**config.mk**
```make
export PLATFORM = sky130hd
export DESIGN_NAME = reg_writeback_queue_flat
export DESIGN_NICKNAME = d
export VERILOG_FILES = /design/src/rtl/bu_pkg.sv /design/src/rtl/reg_writeback_queue_if.sv /design/src/rtl/reg_writeback_queue_fifo.sv /design/src/rtl/reg_writeback_queue.sv /design/src/flat_wrapper.sv
export SDC_FILE = /design/constraint.sdc
export NUM_CORES = 1
export LEC_CHECK = 0
export ABC_AREA = 1
export CORE_ASPECT_RATIO = 0.5
export CORE_UTILIZATION = 50
export DETAILED_ROUTE_END_ITERATION = 7
export HOLD_SLACK_MARGIN = 0.05
export PLACE_DENSITY = 0.75
export RECOVER_POWER = 25
export SKIP_LAST_GASP = 1
export SYNTH_ARGS = -nofsm -noshare
export SYNTH_HDL_FRONTEND = slang
export SYNTH_SLANG_ARGS = --single-unit
export TNS_END_PERCENT = 10
```
**constraint.sdc**
```tcl
create_clock -name clk -period 2.2 [get_ports clk]
set_input_delay 0.22 -clock clk [delete_from_list [all_inputs] [get_ports clk]]
set_output_delay 0.22 -clock clk [all_outputs]
set_load 0.05 [all_outputs]
```
**src/rtl/bu_pkg.sv**
```systemverilog
// rtl/bu_pkg.sv - shared register-file constants and writeback entry type
package bu_pkg;

    localparam int REG_ADDR_W = 3;
    localparam int REG_DATA_W = 16;

    localparam logic [REG_ADDR_W-1:0] REG_BA = 3'd0;
    localparam logic [REG_ADDR_W-1:0] REG_A1 = 3'd1;
    localparam logic [REG_ADDR_W-1:0] REG_A2 = 3'd2;
    localparam logic [REG_ADDR_W-1:0] REG_A3 = 3'd3;
    localparam logic [REG_ADDR_W-1:0] REG_D0 = 3'd4;
    localparam logic [REG_ADDR_W-1:0] REG_D1 = 3'd5;
    localparam logic [REG_ADDR_W-1:0] REG_D2 = 3'd6;
    localparam logic [REG_ADDR_W-1:0] REG_D3 = 3'd7;

    typedef struct packed {
        logic [REG_ADDR_W-1:0] addr;
        logic [REG_DATA_W-1:0] data;
    } wb_entry_t;

endpackage

```
**src/rtl/reg_writeback_queue_if.sv**
```systemverilog
// rtl/reg_writeback_queue_if.sv - writeback request, register-port and pending-query bundle
interface reg_writeback_queue_if #(
    parameter int DEPTH  = 4,
    parameter int ADDR_W = 3,
    parameter int DATA_W = 16
);
    localparam int CNT_W = $clog2(DEPTH) + 1;

    logic              mem_valid;
    logic              mem_ready;
    logic [ADDR_W-1:0] mem_addr;
    logic [DATA_W-1:0] mem_data;

    logic              alu_valid;
    logic              alu_ready;
    logic [ADDR_W-1:0] alu_addr;
    logic [DATA_W-1:0] alu_data;

    logic              register_write;
    logic [ADDR_W-1:0] write_address;
    logic [DATA_W-1:0] write_data;

    logic [ADDR_W-1:0] query1;
    logic [ADDR_W-1:0] query2;
    logic              busy1;
    logic              busy2;

    logic [CNT_W-1:0]  count;

    modport master (
        output mem_valid, mem_addr, mem_data,
        output alu_valid, alu_addr, alu_data,
        output query1, query2,
        input  mem_ready, alu_ready,
        input  register_write, write_address, write_data,
        input  busy1, busy2, count
    );

    modport slave (
        input  mem_valid, mem_addr, mem_data,
        input  alu_valid, alu_addr, alu_data,
        input  query1, query2,
        output mem_ready, alu_ready,
        output register_write, write_address, write_data,
        output busy1, busy2, count
    );

endinterface

```
**src/rtl/reg_writeback_queue_fifo.sv**
```systemverilog
// rtl/reg_writeback_queue_fifo.sv - pointer/count FIFO exposing every slot and its occupancy
module wb_fifo #(
    parameter int  DEPTH = 4,
    parameter int  WIDTH = 19,
    localparam int PTR_W = $clog2(DEPTH),
    localparam int CNT_W = PTR_W + 1
) (
    input  logic             clk,
    input  logic             reset,
    input  logic             push,
    input  logic [WIDTH-1:0] wdata,
    input  logic             pop,
    output logic [WIDTH-1:0] rdata,
    output logic             empty,
    output logic             full,
    output logic [CNT_W-1:0] count,
    output logic [WIDTH-1:0] entries [DEPTH],
    output logic [DEPTH-1:0] occupied
);

    logic [PTR_W-1:0] head_q, head_d;
    logic [PTR_W-1:0] tail_q, tail_d;
    logic [CNT_W-1:0] count_q, count_d;
    logic [WIDTH-1:0] mem_q [DEPTH];
    logic [WIDTH-1:0] mem_d [DEPTH];
    logic             do_push;
    logic             do_pop;
    logic [PTR_W-1:0] offset;

    assign empty = (count_q == '0);
    assign full  = (count_q == CNT_W'(DEPTH));
    assign count = count_q;
    assign rdata = mem_q[head_q];

    // Next-state: guarded push at tail, pop at head, count tracks the net change.
    always_comb begin
        head_d  = head_q;
        tail_d  = tail_q;
        count_d = count_q;
        mem_d   = mem_q;
        do_push = push && !full;
        do_pop  = pop && !empty;
        if (do_push) begin
            mem_d[tail_q] = wdata;
            tail_d        = tail_q + PTR_W'(1);
        end
        if (do_pop) begin
            head_d = head_q + PTR_W'(1);
        end
        case ({do_push, do_pop})
            2'b10:   count_d = count_q + CNT_W'(1);
            2'b01:   count_d = count_q - CNT_W'(1);
            default: count_d = count_q;
        endcase
    end

    // Slot i is live when its distance from head (mod DEPTH) is below count.
    always_comb begin
        occupied = '0;
        offset   = '0;
        for (int i = 0; i < DEPTH; i++) begin
            offset      = PTR_W'(i) - head_q;
            occupied[i] = ({1'b0, offset} < count_q);
            entries[i]  = mem_q[i];
        end
    end

    // State register; reset empties the queue and clears storage.
    always_ff @(posedge clk) begin
        if (reset) begin
            head_q  <= '0;
            tail_q  <= '0;
            count_q <= '0;
            for (int i = 0; i < DEPTH; i++) begin
                mem_q[i] <= '0;
            end
        end else begin
            head_q  <= head_d;
            tail_q  <= tail_d;
            count_q <= count_d;
            mem_q   <= mem_d;
        end
    end

endmodule

```
**src/rtl/reg_writeback_queue.sv**
```systemverilog
// rtl/reg_writeback_queue.sv - arbitrates ALU/memory writebacks into a FIFO retiring one register write per cycle
module reg_writeback_queue
    import bu_pkg::*;
#(
    parameter int DEPTH  = 4,
    parameter int DATA_W = REG_DATA_W,
    parameter int ADDR_W = REG_ADDR_W
) (
    input  logic                  clk,
    input  logic                  reset,
    reg_writeback_queue_if.slave  bus
);

    localparam int WIDTH = ADDR_W + DATA_W;
    localparam int CNT_W = $clog2(DEPTH) + 1;

    logic             fifo_push;
    logic [WIDTH-1:0] fifo_wdata;
    logic             fifo_pop;
    logic [WIDTH-1:0] fifo_rdata;
    logic             fifo_empty;
    logic             fifo_full;
    logic [CNT_W-1:0] fifo_count;
    logic [WIDTH-1:0] fifo_entries [DEPTH];
    logic [DEPTH-1:0] fifo_occupied;

    logic             mem_ready;
    logic             alu_ready;
    logic             mem_fire;
    logic             alu_fire;
    logic             retire;
    logic             busy1;
    logic             busy2;

    wb_fifo #(
        .DEPTH (DEPTH),
        .WIDTH (WIDTH)
    ) u_fifo (
        .clk      (clk),
        .reset    (reset),
        .push     (fifo_push),
        .wdata    (fifo_wdata),
        .pop      (fifo_pop),
        .rdata    (fifo_rdata),
        .empty    (fifo_empty),
        .full     (fifo_full),
        .count    (fifo_count),
        .entries  (fifo_entries),
        .occupied (fifo_occupied)
    );

    // Memory loads win arbitration; readiness looks only at registered occupancy.
    always_comb begin
        mem_ready  = !reset && !fifo_full;
        alu_ready  = !reset && !fifo_full && !bus.mem_valid;
        mem_fire   = bus.mem_valid && mem_ready;
        alu_fire   = bus.alu_valid && alu_ready;
        fifo_push  = mem_fire || alu_fire;
        fifo_wdata = mem_fire ? {bus.mem_addr, bus.mem_data}
                              : {bus.alu_addr, bus.alu_data};
        retire     = !reset && !fifo_empty;
        fifo_pop   = retire;
    end

    // Pending-write lookup over live entries only; offered requests are not visible yet.
    always_comb begin
        busy1 = 1'b0;
        busy2 = 1'b0;
        for (int i = 0; i < DEPTH; i++) begin
            if (fifo_occupied[i] && (fifo_entries[i][WIDTH-1 -: ADDR_W] == bus.query1)) begin
                busy1 = 1'b1;
            end
            if (fifo_occupied[i] && (fifo_entries[i][WIDTH-1 -: ADDR_W] == bus.query2)) begin
                busy2 = 1'b1;
            end
        end
        busy1 = busy1 && !reset;
        busy2 = busy2 && !reset;
    end

    assign bus.mem_ready      = mem_ready;
    assign bus.alu_ready      = alu_ready;
    assign bus.register_write = retire;
    assign bus.write_address  = retire ? fifo_rdata[WIDTH-1 -: ADDR_W] : '0;
    assign bus.write_data     = retire ? fifo_rdata[DATA_W-1:0] : '0;
    assign bus.busy1          = busy1;
    assign bus.busy2          = busy2;
    assign bus.count          = reset ? '0 : fifo_count;

endmodule
```
**src/flat_wrapper.sv**
```systemverilog
// flat-port wrapper written by rule: the top's interface ports become plain ports
module reg_writeback_queue_flat import bu_pkg::*;
#(
    parameter int DEPTH  = 4,
    parameter int DATA_W = REG_DATA_W,
    parameter int ADDR_W = REG_ADDR_W
)
  (clk, reset, bus_mem_valid, bus_mem_addr, bus_mem_data, bus_alu_valid, bus_alu_addr, bus_alu_data, bus_query1, bus_query2, bus_mem_ready, bus_alu_ready, bus_register_write, bus_write_address, bus_write_data, bus_busy1, bus_busy2, bus_count);
  reg_writeback_queue_if #(.DEPTH(DEPTH), .ADDR_W(ADDR_W), .DATA_W(DATA_W)) bus_i ();
  input  logic clk;
  input  logic reset;
  input wire logic [$bits(bus_i.mem_valid)-1:0] bus_mem_valid;
  input wire logic [$bits(bus_i.mem_addr)-1:0] bus_mem_addr;
  input wire logic [$bits(bus_i.mem_data)-1:0] bus_mem_data;
  input wire logic [$bits(bus_i.alu_valid)-1:0] bus_alu_valid;
  input wire logic [$bits(bus_i.alu_addr)-1:0] bus_alu_addr;
  input wire logic [$bits(bus_i.alu_data)-1:0] bus_alu_data;
  input wire logic [$bits(bus_i.query1)-1:0] bus_query1;
  input wire logic [$bits(bus_i.query2)-1:0] bus_query2;
  output wire logic [$bits(bus_i.mem_ready)-1:0] bus_mem_ready;
  output wire logic [$bits(bus_i.alu_ready)-1:0] bus_alu_ready;
  output wire logic [$bits(bus_i.register_write)-1:0] bus_register_write;
  output wire logic [$bits(bus_i.write_address)-1:0] bus_write_address;
  output wire logic [$bits(bus_i.write_data)-1:0] bus_write_data;
  output wire logic [$bits(bus_i.busy1)-1:0] bus_busy1;
  output wire logic [$bits(bus_i.busy2)-1:0] bus_busy2;
  output wire logic [$bits(bus_i.count)-1:0] bus_count;
  assign bus_i.mem_valid = bus_mem_valid;
  assign bus_i.mem_addr = bus_mem_addr;
  assign bus_i.mem_data = bus_mem_data;
  assign bus_i.alu_valid = bus_alu_valid;
  assign bus_i.alu_addr = bus_alu_addr;
  assign bus_i.alu_data = bus_alu_data;
  assign bus_i.query1 = bus_query1;
  assign bus_i.query2 = bus_query2;
  assign bus_mem_ready = bus_i.mem_ready;
  assign bus_alu_ready = bus_i.alu_ready;
  assign bus_register_write = bus_i.register_write;
  assign bus_write_address = bus_i.write_address;
  assign bus_write_data = bus_i.write_data;
  assign bus_busy1 = bus_i.busy1;
  assign bus_busy2 = bus_i.busy2;
  assign bus_count = bus_i.count;
  reg_writeback_queue #(.DEPTH(DEPTH), .DATA_W(DATA_W), .ADDR_W(ADDR_W)) u_core (.clk(clk), .reset(reset), .bus(bus_i));
endmodule
```
==> results of run 1 <==
worst max-delay path, delay by kind of cell (launching register included):
kind,cells,cell delay [ns]
flip-flops,1,0.38
buffers and inverters,3,0.36
adder cells (fa/ha/maj),1,0.25
AND/OR/NAND/NOR,9,0.62
sequential cells by signal (all words and copies together) (netlist names):
name / flops
u_core.u_fifo.entries: 76
u_core.u_fifo.count: 3
u_core.u_fifo.head_q: 2
u_core.u_fifo.tail_q: 2
how the worst max path moves through the flow:
stage | end | slack (ns) | cells past startpoint
floorplan | bus_busy1 | -0.01 | 13
finish | bus_busy2 | 0.03 | 13
CTS | bus_busy1 | 0.006 | 13
global placement | u_core.u_fifo.count[2]$_SDFFE_PP0P_ | 0.12 | 11
global route | bus_busy2 | -0.1 | 13
detailed placement | u_core.u_fifo.count[2]$_SDFFE_PP0P_ | 0.05 | 11
power breakdown:
group	internal, uW	switching, uW	total (uW)
Combinational	841	1470	2320
Sequential	1680	105	1780
Clock	885	605	1490
routing by layer:
metal	wire length, um	part of all wire
met1	5210	0.49
met2	4940	0.46
met3	521	0.049
met4	57	0.0053
met5	0	0
timing repair:
item                                    4_1_cts  5_1_grt
resized for setup                            10       12
endpoints found under the setup margin        2       11
setup buffers                                 4        1
hold endpoints to repair                      0        0
pin swaps                                     4        9
logic make-up (layout without fill, tap and decap cells):
group,Yosys count,in the layout,share of synthesized area
simple gates,164,164,0.146
xor+xnor,9,9,0.0169
buf+inv,162,229,0.146
flops,83,83,0.356
compound gates,224,224,0.307
fa+ha+maj,10,10,0.0284
per-stage QoR:
step           TNS, ns  setup slack [ns]  total power, uW
2_1_floorplan  -0.0231           -0.0116             3290
3_3_place_gp         0             0.115             3880
3_5_place_dp         0            0.0514             3910
4_1_cts              0           0.00647             5480
5_1_grt         -0.208           -0.0978             5950
6_report             0            0.0297             5590
synthesized netlist by cell type, drive strengths merged:
library cell,n,share of area
dfxtp,83,0.36
o21ai,25,0.042
o21a,76,0.12
nand3,11,0.016
xnor2,8,0.015
nand2,90,0.077
fa,1,0.0043
buf,26,0.036
o22ai,38,0.051
xor2,1,0.0019
inv,121,0.097
nand4,4,0.0054
ha,9,0.024
clkbuf,15,0.012
nor2,59,0.048
a21oi,85,0.091
layout make-up:
type | count | area share
inverters | 121 | 0.0797
repair buffers | 92 | 0.151
well taps | 117 | 0.0251
flip-flops and latches | 83 | 0.286
multi-input cells | 407 | 0.407
clock buffers | 11 | 0.0399
clock inverters | 5 | 0.0107
==> impl_metrics.toml, run 1 <==
[timing]
tightest_slew_ns = 0.894
hold_ws_ns = 0.254
finalHoldViolCount = 0
slew_viol_final = 0
relSlewSlack = 0.404
grt_setup_unrepaired = "yes"
fin_skew_ns = 0.00538
setup_viol = 0
max_freq_ghz = 0.461
period_share = 0.987
layout_min_cycle_time_ns = 2.17

[worst_setup_path]
critical_path_class = "flop to output pin"
worst-path-max-fanout = 4
r2r_cells = 12
rrSetupSlack_ns = 0.16
cp.arrival_ns = 1.95
crit_path_start = "u_core.u_fifo.head_q[0]$_SDFFE_PP0P_"
critPathCaptureType = "output pin"
crit_path_start_kind = "flop"
required_ns = 1.98
path_cells = "inv_4, nand2_2, nand2_2, buf_6, ha_4, nand2_1, nand2_1, nand2_2, nand3_2, nand2_1, nor2_1, nor2_2, buf_12"
r2r-start = "u_core.u_fifo.count[2]$_SDFFE_PP0P_"
cpPeakStageDelay_ns = 0.38
r2r_end = "u_core.u_fifo.count[2]$_SDFFE_PP0P_"
cp_slowest_cell = "dfxtp_4"

[clock_network]
clock_sinks = 83
postCtsHoldBufs = 0
root_buffer = "clkbuf_16"
cts_tree = "built"
htreeDepth = 3
clk_latency_ns = 0.34
cts_buffers = 9
path_clk_slew_ns = 0.06
clock_path_buffers = 2

[placement]
port_buffers = 74
place_area_sq_um = 5430
gp_congestion = 0.867
post-dp-hpwl_um = 6790
dp_cells = 815

[logic_synthesis]
ys_warn_count = 0
syn_area_sq_um = 4660
avgSynthCellArea_sq_um = 7.15
ys_seq_area_frac = 0.356
synth.distinct_cells = 24
synthesis.nets = 710
postSynthCellCount = 652
synth-seq-cells = 83

[die]
die_w_um = 139
coreArea_sq_um = 8890
std_cell_rows = 24
die_h_um = 70.3
start_util = 0.524
dieArea_sq_um = 9740
ioPinCount = 75

[global_route]
grt.total_usage = 0.228
antenna_found_initial = 0
busiest_layer = "met2"
grt_max_degree = 84
grt_pass1_wl_um = 17600
use_met1 = 0.280
met2_usage = 0.394
grt_overflow_total = 0
grt_pass1_vias = 3771
use_met3 = 0.0610

[detailed_routing]
via_count = 4253
avgRoutedWirePerCell_um = 12.8
drt-initial-drc-count = 294
ant_nets = 0
wirelength_um = 10700
via_per_inst = 5.09
detail_route.first_pass.iterations = 8
drc = 2

[layout]
postLayoutCellArea_sq_um = 5840
area_growth_pct = 25.2
drive_gt1_frac = 0.156
seq_area_sq_um = 1670
final_cells = 836
final_common_cell = "inv_1"
postLayoutCoreUtil = 0.657
layout_common_cells = "114 x inv_1, 84 x a21oi_1, 80 x dfxtp_1, 76 x nand2_1, 76 x o21a_1"
final_nets = 772
multi_input_area_sq_um = 2380
diodes = 0
final.fill_count = 767

[outcome]
status = "finished with violations"
violations = "DRC"

[worst_hold_path]
hp-class = "input port to flop"
min_from = "reset"
min_to = "u_core.u_fifo.head_q[0]$_SDFFE_PP0P_"
hold_depth = 4

[pwr]
power_density_nw_per_um2 = 958
p_leak_uw = 0.00240
max-vdd-ir-drop_mv = 0.433

[run]
maxCapViolCount = 0
(Power assumes the default switching activity.)
==> inputs of run 2 (changes only) <==
--- a/config.mk
+++ b/config.mk
@@ -8,6 +8,7 @@
 export ABC_AREA = 1
 export CORE_ASPECT_RATIO = 0.5
 export CORE_UTILIZATION = 50
+export CTS_CLUSTER_SIZE = 8
 export DETAILED_ROUTE_END_ITERATION = 7
 export HOLD_SLACK_MARGIN = 0.05
 export PLACE_DENSITY = 0.75
==> results of run 2 <==
Same layout as run 1: the final DEF is identical, and so are final timing and power.
